## src/rtl/fir_pkg.sv

```systemverilog
// Shared constants and types for the 10-tap symmetric FIR filter.
// Optional build macro FIR_SAT_EN (saturating output) is consumed in fir.sv.
package fir_pkg;

    localparam int DATA_W = 32;
    localparam int NTAPS  = 10;
    // Must be at least DATA_W+5 so that 30 * (2^DATA_W - 1) cannot overflow.
    localparam int ACC_W  = 40;

    // h[0] weights the newest sample; the DC gain is 30.
    localparam int unsigned FIR_COEF [NTAPS] = '{1, 2, 3, 4, 5, 5, 4, 3, 2, 1};

    typedef logic [DATA_W-1:0] sample_t;
    typedef logic [ACC_W-1:0]  acc_t;

endpackage

```

## src/rtl/fir_delay_line.sv

```systemverilog
// Sample history for the FIR: a DEPTH-stage shift register, stage 0 newest.
// All stages are visible to the parent so it can form the tap products.
module fir_delay_line
    import fir_pkg::*;
#(
    parameter int DEPTH = NTAPS - 1
) (
    input  logic                clk,
    input  logic                rst,
    input  sample_t             i_x,
    output sample_t [DEPTH-1:0] o_d
);

    sample_t [DEPTH-1:0] r_d;

    always_ff @(posedge clk) begin
        if (rst) begin
            r_d <= '0;
        end else begin
            r_d[0] <= i_x;
            for (int k = 1; k < DEPTH; k++) begin
                r_d[k] <= r_d[k-1];
            end
        end
    end

    assign o_d = r_d;

endmodule

```

## src/rtl/fir.sv

```systemverilog
// 10-tap direct-form FIR, one sample in and one registered result out per clock.
// Build macro FIR_SAT_EN: clamp the result to all ones instead of wrapping modulo 2^DATA_W.
module fir
    import fir_pkg::*;
(
    input  logic    clk,
    input  logic    rst,
    input  sample_t x,
    output sample_t y
);

    sample_t [NTAPS-2:0] w_d;
    sample_t [NTAPS-1:0] w_tap;
    acc_t    [NTAPS-1:0] w_prod;
    acc_t                w_sum;
    sample_t             w_y_next;
    sample_t             r_y;

    fir_delay_line #(.DEPTH(NTAPS - 1)) u_dly (
        .clk (clk),
        .rst (rst),
        .i_x (x),
        .o_d (w_d)
    );

    // Tap 0 is the live input, so the result reflects x with one clock of latency.
    assign w_tap[0] = x;

    for (genvar k = 1; k < NTAPS; k++) begin : g_tap
        assign w_tap[k] = w_d[k-1];
    end

    // Constant-coefficient products; synthesis reduces these to shift/add.
    for (genvar k = 0; k < NTAPS; k++) begin : g_prod
        assign w_prod[k] = acc_t'(w_tap[k]) * acc_t'(FIR_COEF[k]);
    end

    always_comb begin
        w_sum = '0;
        for (int k = 0; k < NTAPS; k++) begin
            w_sum = w_sum + w_prod[k];
        end
    end

`ifdef FIR_SAT_EN
    assign w_y_next = (w_sum > acc_t'({DATA_W{1'b1}})) ? '1 : w_sum[DATA_W-1:0];
`else
    assign w_y_next = w_sum[DATA_W-1:0];
`endif

    always_ff @(posedge clk) begin
        if (rst) begin
            r_y <= '0;
        end else begin
            r_y <= w_y_next;
        end
    end

    assign y = r_y;

endmodule

```

## config.mk

```make
export PLATFORM = sky130hd
export DESIGN_NAME = fir
export DESIGN_NICKNAME = d
export VERILOG_FILES = /design/src/rtl/fir_pkg.sv /design/src/rtl/fir_delay_line.sv /design/src/rtl/fir.sv
export SDC_FILE = /design/constraint.sdc
export NUM_CORES = 1
export LEC_CHECK = 0
export CAP_MARGIN = 10
export CORE_UTILIZATION = 64
export CTS_BUF_LIST = sky130_fd_sc_hd__clkbuf_4
export CTS_CLUSTER_DIAMETER = 100
export DETAILED_ROUTE_END_ITERATION = 8
export PLACE_DENSITY = 0.86
export SETUP_SLACK_MARGIN = 0.05
export SYNTH_ARGS = -nofsm -noshare
export SYNTH_HDL_FRONTEND = slang
export SYNTH_SLANG_ARGS = --single-unit
```

## constraint.sdc

```tcl
create_clock -name clk -period 7.1 [get_ports clk]
set_input_delay 1.065 -clock clk [delete_from_list [all_inputs] [get_ports clk]]
set_output_delay 1.065 -clock clk [all_outputs]
set_load 0.01 [all_outputs]
```

# Yosys cells after proc, flatten, opt, wreduce, memory -nomap -nowiden
# Index checks and enable logic that the tools add are counted.
[totals]
reg_bits = 320
out_inout_bits = 32
input_bits = 34
[classes]
n_addsub = 9
mul = 4
[op_table]
columns = ["op", "count"]
rows = [
  ["32-bit adder", 9],
  ["32-bit by 2-bit multiplier with 32-bit output, second input constant", 2],
  ["32-bit by 3-bit multiplier with 32-bit output, second input constant", 2],
]

# Depth between registers and ports, before layout
# Gate-level depths: netlist (run 1).
[logic_depth]
word_depth = 9
depth_mapped = 20
depth_no_buf = 20

# By module
# Synthesis (run 1) repeated with hierarchy kept, for this count alone.
[hier_totals]
cells_unflattened = 1861
area_unflattened_um2 = 20263.2
[modules_own_cells]
columns = ["mod", "area_per_inst_um2", "seq_area_each_um2", "cells_per_inst", "instances"]
rows = [
  ["fir", 12376.9, 640.6, 1253, 1],
  ["fir_delay_line", 7886.3, 5765.5, 608, 1],
]

# Least setup slack after synthesis (run 1)
# OpenSTA, ideal clock, no wires.
[synth_timing]
path_type = "input port to flip-flop"
startpoint = "input port x[3]"
endpoint = "register r_y[15] (netlist: y[15])"
path_stages = 20
arrival_ps = 5811
required_ps = 6979
n_path_buf = 0
slack_ps = 1168
path_cell_list = "inv_1 fa_1 fa_1 inv_1 fa_1 fa_1 fa_1 inv_1 fa_1 inv_1 ha_1 inv_1 fa_1 nor2b_1 o31a_1 o21ai_1 nor2b_1 o21bai_1 a21oi_1 mux2_2"
[synth_between]
elab_chain_len = 9
[synth_lines]
columns = ["element", "line_no", "rtl"]
rows = [
  ["start, declared", "fir.sv:8", "input sample_t x,"],
  ["32-bit adder (9 in a row)", "fir.sv:41", "w_sum = w_sum + w_prod[k];"],
  ["end signal, assigned", "fir.sv:55", "r_y <= w_y_next;"],
  ["end, declared", "fir.sv:17", "sample_t r_y;"],
]
# No other way between the ends.
# A chain may end at the register's enable or synchronous reset.

# Worst setup path in the final report (run 1)
[layout_timing]
startpoint = "input port x[3]"
endpoint = "register r_y[23] (netlist: y[23])"
# The elaborated chain is that of the path after synthesis.

==> flow_summary.yaml, run 1 <==
outcome:
  outcome: "finished, final reports clean"
synthesis:
  synth-main-ff-cell: "dfxtp_1"
  synth_most_common_cell: "inv_1"
  syn_area_per_cell_um2: 10.7
  ys_ff_latch: 320
  synth_nets: 2318
  netlist_top_cells_area: "fa_1 (36%), dfxtp_1 (33%), inv_1 (10%)"
  yosysSeqAreaShare_pct: 32.7
  synth_edf_count: 0
  ys_async_sr_fraction_pct: 0
  synth_commonest_cells: "inv_1 (534), fa_1 (350), dfxtp_1 (320)"
  syn-instance-count: 1836
  synth.distinct_cells: 45
  syn_area_um2: 19600
  synth_top_area_share_pct: 35.8
  yosysWarnings: 0
  synth_top_cell_by_area: "fa_1"
clocking:
  tritoncts: "built"
  insertion_delay_ns: 0.72
  ctsRootBufferMaster: "clkbuf_4"
  path_clk_slew_ns: 0.07
  cts_sinks: 320
  cts_resized: 0
  cts_max_level: 3
  post_cts_buffers: 0
  holdBufCountCts: 0
  clock_path_buffers: 3
  cts_made_buffers: 85
worst_setup_path:
  worstSetupPathType: "primary input to flop"
  cp_top_family: "adder cells"
  crit_buf_inv: 6
  worstPathRequired_ns: 7.67
  worstPathArrival_ns: 6.77
  cp-start-kind: "primary input"
  path_common_cell: "fa_1"
  max_stage_delay_ns: 0.53
  worstSetupEndpointType: "flop"
  r2r_setup_slack_ns: 1.31
  crit_chain: "clkdlybuf4s50_1 -> inv_1 -> fa_1 -> fa_1 -> inv_1 -> fa_1 -> fa_1 -> fa_1 -> inv_1 -> fa_1 -> inv_1 -> ha_1 -> inv_1 -> fa_1 -> nor2b_1 -> o31a_1 -> o21ai_1 -> a21oi_2 -> a311o_1 -> xnor2_1 -> nor2_1"
  path_max_fanout: 8
  slowest_stage: "fa_1"
route:
  avgViaCountPerCell: 4.99
  wl_um: 38800
  ant_nets: 0
  drt_iter0_markers: 655
  first_pass_iters: 5
  drc: 0
  wl_per_cell_um: 16.2
  vias: 11900
power_and_ir_drop:
  ir_worst_vdd_mv: 0.159
  leakagePower_uw: 0.0101
  power_density_nw_per_um2: 241
die:
  row_count: 63
  die_h_um: 177
  initial_core_util_pct: 65.5
  die_area_um2: 31300
  dieWidth_um: 177
  io-pin-count: 66
  core_area_um2: 29900
global_routing:
  grt_pass1_wl_um: 65500
  antenna_found_initial: 1
  grt_start_max_net_pins: 143
  grt_use_total_pct: 27.4
  grt_pass1_vias: 13800
  grt-ovfl-total: 0
run:
  drv_cap: 0
placement:
  portBuffers: 65
  place.gp.congestion: 0.925
  preCtsSetupSlack_ns: 0.198
  hpwlAfterDp_um: 30400
  placed_cells: 2257
worst_hold_path:
  hold_path_class: "flop to flop"
sta:
  fin_crit_ns: 6.20
  setup_violations: 0
  rsz0062_at_grt: "false"
  worst_pin_slew_ns: 1.05
  finalWorstSetupSlack_ns: 0.895
  drv_slew: 0
  hold_viol: 0
  slew_headroom_pct: 30.2
  fmax_mhz: 161
  fin_skew_ns: 0.0472
  setup_tns_ns: 0
  min_period_over_period_pct: 87.4
cells_and_area:
  instances_no_fill: 2395
  drive_above_1_share_pct: 6.84
  final_nets: 2436
  fillers: 1893
  area_growth_pct: 10.4
-- per-layer routing --
metal | global-route usage (%) | vias up | wire (µm)
met2 | 47.8 | 350 | 20300
met1 | 31.3 | 5957 | 14600
met3 | 6.04 | 134 | 2020
met4 | 14.9 | 0 | 1850
li1 | - | 5507 | -
met5 | 0 | - | 0
-- power by group --
part,total (µW),leakage (µW),internal (µW),switching [µW]
sequential,1960,0.00261,1900,62.4
clock,1560,0.000601,814,748
combinational,1690,0.00687,764,923
-- final timing paths --
kind | startpoint | endpoint | depth (start not counted)
worst min register to register | u_dly.o_d[31] | u_dly.o_d[63] | 1
worst max register to register | u_dly.o_d[65] | y[23] | 20
worst min-delay path | u_dly.o_d[31] | u_dly.o_d[63] | 1
worst max-delay path | x[3] | y[23] | 21
-- worst reg2reg max path, stage by stage, from the launching register on --
cell     delay (ns)
dfxtp_1        0.32
inv_1          0.07
fa_1           0.54
fa_1           0.56
inv_1          0.05
fa_1           0.48
fa_1           0.53
fa_1           0.50
inv_1          0.05
fa_1           0.42
inv_1          0.07
ha_1           0.16
inv_1          0.07
fa_1           0.43
nor2b_1        0.21
o31a_1         0.20
o21ai_1        0.13
a21oi_2        0.43
a311o_1        0.27
xnor2_1        0.12
nor2_1         0.05
-- sequential cells by signal (all words and copies together), names as in the netlist --
name       cells
u_dly.o_d    288
y             32
-- metrics by stage --
step / util (%) / hold slack, ns / total power, µW / cell area [µm²]
after global routing: 72.3 / 0.441 / 5590 / 21600
final: 72.3 / 0.440 / 5210 / 21600
after CTS: 72.3 / 0.436 / 5260 / 21600
after floorplan: - / 0.414 / 3170 / 19600
after detailed placement: 68.9 / 0.431 / 3680 / 20600
after global placement: 68.9 / 0.421 / 3610 / 20600
-- area by class of cell --
cell class              instances  area, µm²  share of cell area [%]
flip-flops and latches        320       6410                    29.7
diodes                          1       2.50                  0.0116
multi-input cells             946      11000                    51.0
repair buffers                 67        671                    3.10
well taps                     390        488                    2.26
inverters                     534       2000                    9.28
clock buffers                 115        863                    4.00
clock inverters                22        140                   0.649
-- layout by cell type (no fill, tap or decap), types with 3 or more instances in the layout --
cell type | Yosys | routed
a21oi_1 | 19 | 19
fa_1 | 350 | 350
nor3_1 | 7 | 7
nor2_1 | 191 | 191
o21ai_1 | 3 | 3
o21bai_1 | 4 | 4
inv_1 | 534 | 534
clkinv_2 | 0 | 4
xnor2_1 | 34 | 34
xor2_1 | 11 | 11
dfxtp_1 | 320 | 320
o21a_1 | 6 | 6
clkinv_1 | 0 | 15
clkdlybuf4s50_1 | 0 | 64
a211oi_1 | 3 | 3
ha_1 | 98 | 98
nand2_1 | 15 | 15
a21o_1 | 8 | 8
and3_1 | 5 | 5
o21ai_0 | 15 | 15
clkbuf_4 | 0 | 115
nor2b_1 | 139 | 139
nand3_1 | 3 | 3
-- cell families after synthesis --
logic type	synth area share [%]
adders and majority gates	42.1
DFF	32.7
xor gates and xnor gates	2.01
and+or+nand+nor	9.38
AOI/OAI and AO/OA	2.76
muxes	0.115
buffers and inverters	10.9
Power figures use the tool's default switching activity.
==> inputs of run 2 (changes only) <==
--- a/config.mk
+++ b/config.mk
@@ -6,11 +6,11 @@
 export NUM_CORES = 1
 export LEC_CHECK = 0
 export CAP_MARGIN = 10
-export CORE_UTILIZATION = 64
+export CORE_UTILIZATION = 55
 export CTS_BUF_LIST = sky130_fd_sc_hd__clkbuf_4
 export CTS_CLUSTER_DIAMETER = 100
 export DETAILED_ROUTE_END_ITERATION = 8
-export PLACE_DENSITY = 0.86
+export PLACE_DENSITY_LB_ADDON = 0.15
 export SETUP_SLACK_MARGIN = 0.05
 export SYNTH_ARGS = -nofsm -noshare
 export SYNTH_HDL_FRONTEND = slang
==> flow_summary.yaml, run 2 (synthesized netlist as in run 1, its figures left out) <==
cells_and_area:
  multiInputGateArea_um2: 11000
  layout_common_cells: "inv_1 (534), fa_1 (350), dfxtp_1 (320)"
  final_nets: 2438
  fin_util_pct: 62.3
  instances_no_fill: 2465
  fillers: 2925
  area_growth_pct: 10.8
  final_common_cell: "inv_1"
  largest_register_ffs: 288
  register_area_um2: 6410
  drive_above_1_share_pct: 7.13
worst_setup_path:
  rr_worst_depth: 20
  worstPathRequired_ns: 7.73
  worstPathArrival_ns: 6.74
  rr_startpoint: "u_dly.o_d[226]"
  path_max_fanout: 8
  r2r_setup_slack_ns: 1.36
  worstSetupEndpointType: "flop"
  worstSetupPathType: "primary input to flop"
  cp-start-kind: "primary input"
  r2r_end: "y[29]"
sta:
  fin_crit_ns: 6.11
  worst_pin_slew_ns: 1.02
  setup_tns_ns: 0
  rsz0062_at_grt: "false"
  hold_viol: 0
  fin_skew_ns: 0.0633
  drv_slew: 0
  slew_headroom_pct: 32.0
  setup_violations: 0
  fmax_mhz: 164
  min_period_over_period_pct: 86.1
clocking:
  insertion_delay_ns: 0.80
  tritoncts: "built"
  cts_resized: 0
  cts_sinks: 320
  path_clk_slew_ns: 0.06
  post_cts_buffers: 0
  ctsRootBufferMaster: "clkbuf_4"
  clock_path_buffers: 3
  holdBufCountCts: 0
  cts_made_buffers: 87
  cts_max_level: 3
placement:
  placed_cells: 2322
  place.gp.congestion: 0.879
  hpwlAfterDp_um: 28200
  portBuffers: 65
route:
  wl_um: 35300
  ant_nets: 0
  avgViaCountPerCell: 4.62
  drt_iter0_markers: 309
  drc: 0
  first_pass_iters: 4
  vias: 11400
  wl_per_cell_um: 14.3
die:
  die_area_um2: 36300
  row_count: 68
  core_area_um2: 34800
  dieWidth_um: 191
  io-pin-count: 66
  initial_core_util_pct: 56.2
  die_h_um: 191
power_and_ir_drop:
  combPwrFrac_pct: 32.1
  clockPowerShare_pct: 30.0
  leakagePower_uw: 0.0101
  p_switching_uw: 1720
  seq_power_share_pct: 37.9
  power_uw: 5160
  p_sw_share_pct: 33.3
  ir_worst_vdd_mv: 0.128
  power_density_nw_per_um2: 238
  internal_power_uw: 3440
worst_hold_path:
  holdPathEnd: "u_dly.o_d[63]"
  hp-start: "u_dly.o_d[31]"
  hold_path_depth: 1
  hold_path_class: "flop to flop"
run:
  drv_cap: 0
global_routing:
  grt_pass1_vias: 12700
  antenna_found_initial: 2
  grt_pass1_wl_um: 61300
  grt-ovfl-total: 0
  grt_start_max_net_pins: 157
  grt_use_total_pct: 21.7
outcome:
  outcome: "finished, final reports clean"
-- run 2: changes by cell type in the layout (fill, tap and decap cells not counted), sizes merged --
cell      previous run  this run
bufinv               2         0
clkbuf             115       122
clkinv              19        13
clkinvlp             0         5
diode                1         3
inv                535       534
-- run 2: routing by layer --
metal | wire length (µm) | global-route usage, % | share of wire, % | vias to the layer above
met5 | 0 | 0 | 0 | -
li1 | - | - | - | 5506
met2 | 17400 | 35.5 | 49 | 170
met4 | 935 | 8.34 | 2.6 | 0
met3 | 1240 | 4.62 | 3.5 | 74
met1 | 15800 | 28.2 | 45 | 5630
-- run 2: cell type report --
| cell class | instances | area share (%) |
|---|---|---|
| sequential | 320 | 29.5 |
| clock buffer | 122 | 4.22 |
| antenna | 3 | 0.0346 |
| clock inverter | 18 | 0.421 |
| multi-input combinational | 946 | 50.8 |
| timing repair buffer | 67 | 3.09 |
| inverter | 534 | 9.24 |
| tap | 455 | 2.62 |
-- run 2: how the worst max path moves through the flow --
| stage | start | end | cells past startpoint |
|---|---|---|---|
| after global routing | x[3] | y[23] | 21 |
| final | x[3] | y[29] | 21 |
| after detailed placement | x[3] | y[23] | 21 |
| after global placement | x[3] | y[23] | 21 |
| after floorplan | x[3] | y[15] | 20 |
| after CTS | x[3] | y[23] | 21 |
-- run 2: stage by stage --
| stage | cell area, µm² | hold WS [ns] | worst slack, ns |
|---|---|---|---|
| after floorplan | 19600 | 0.414 | 1.17 |
| after global placement | 20700 | 0.418 | 0.235 |
| after detailed placement | 20700 | 0.435 | 0.217 |
| after CTS | 21700 | 0.433 | 1.02 |
| after global routing | 21700 | 0.455 | 0.732 |
| final | 21700 | 0.439 | 0.987 |
-- run 2: critical path: stages --
cell and delay [ns]:
clkdlybuf4s50_1 0.46, inv_1 0.07, fa_1 0.51, fa_1 0.50, inv_1 0.05, fa_1 0.50, fa_1 0.54, fa_1 0.50
inv_1 0.05, fa_1 0.43, inv_1 0.07, ha_1 0.15, inv_1 0.06, fa_1 0.43, nor2b_1 0.20, o31a_1 0.19
o21ai_1 0.14, a21oi_2 0.40, a41o_1 0.26, xnor2_1 0.12, nor2_1 0.05
-- run 2: power by group through the flow --
stage / logic, µW / registers [µW] / clock network [µW]
2_1_floorplan: 1160 / 2000 / 0
3_3_place_gp: 1650 / 2000 / 0
3_5_place_dp: 1670 / 2000 / 0
4_1_cts: 1690 / 1960 / 1610
5_1_grt: 1910 / 1960 / 1710
6_report: 1650 / 1960 / 1540
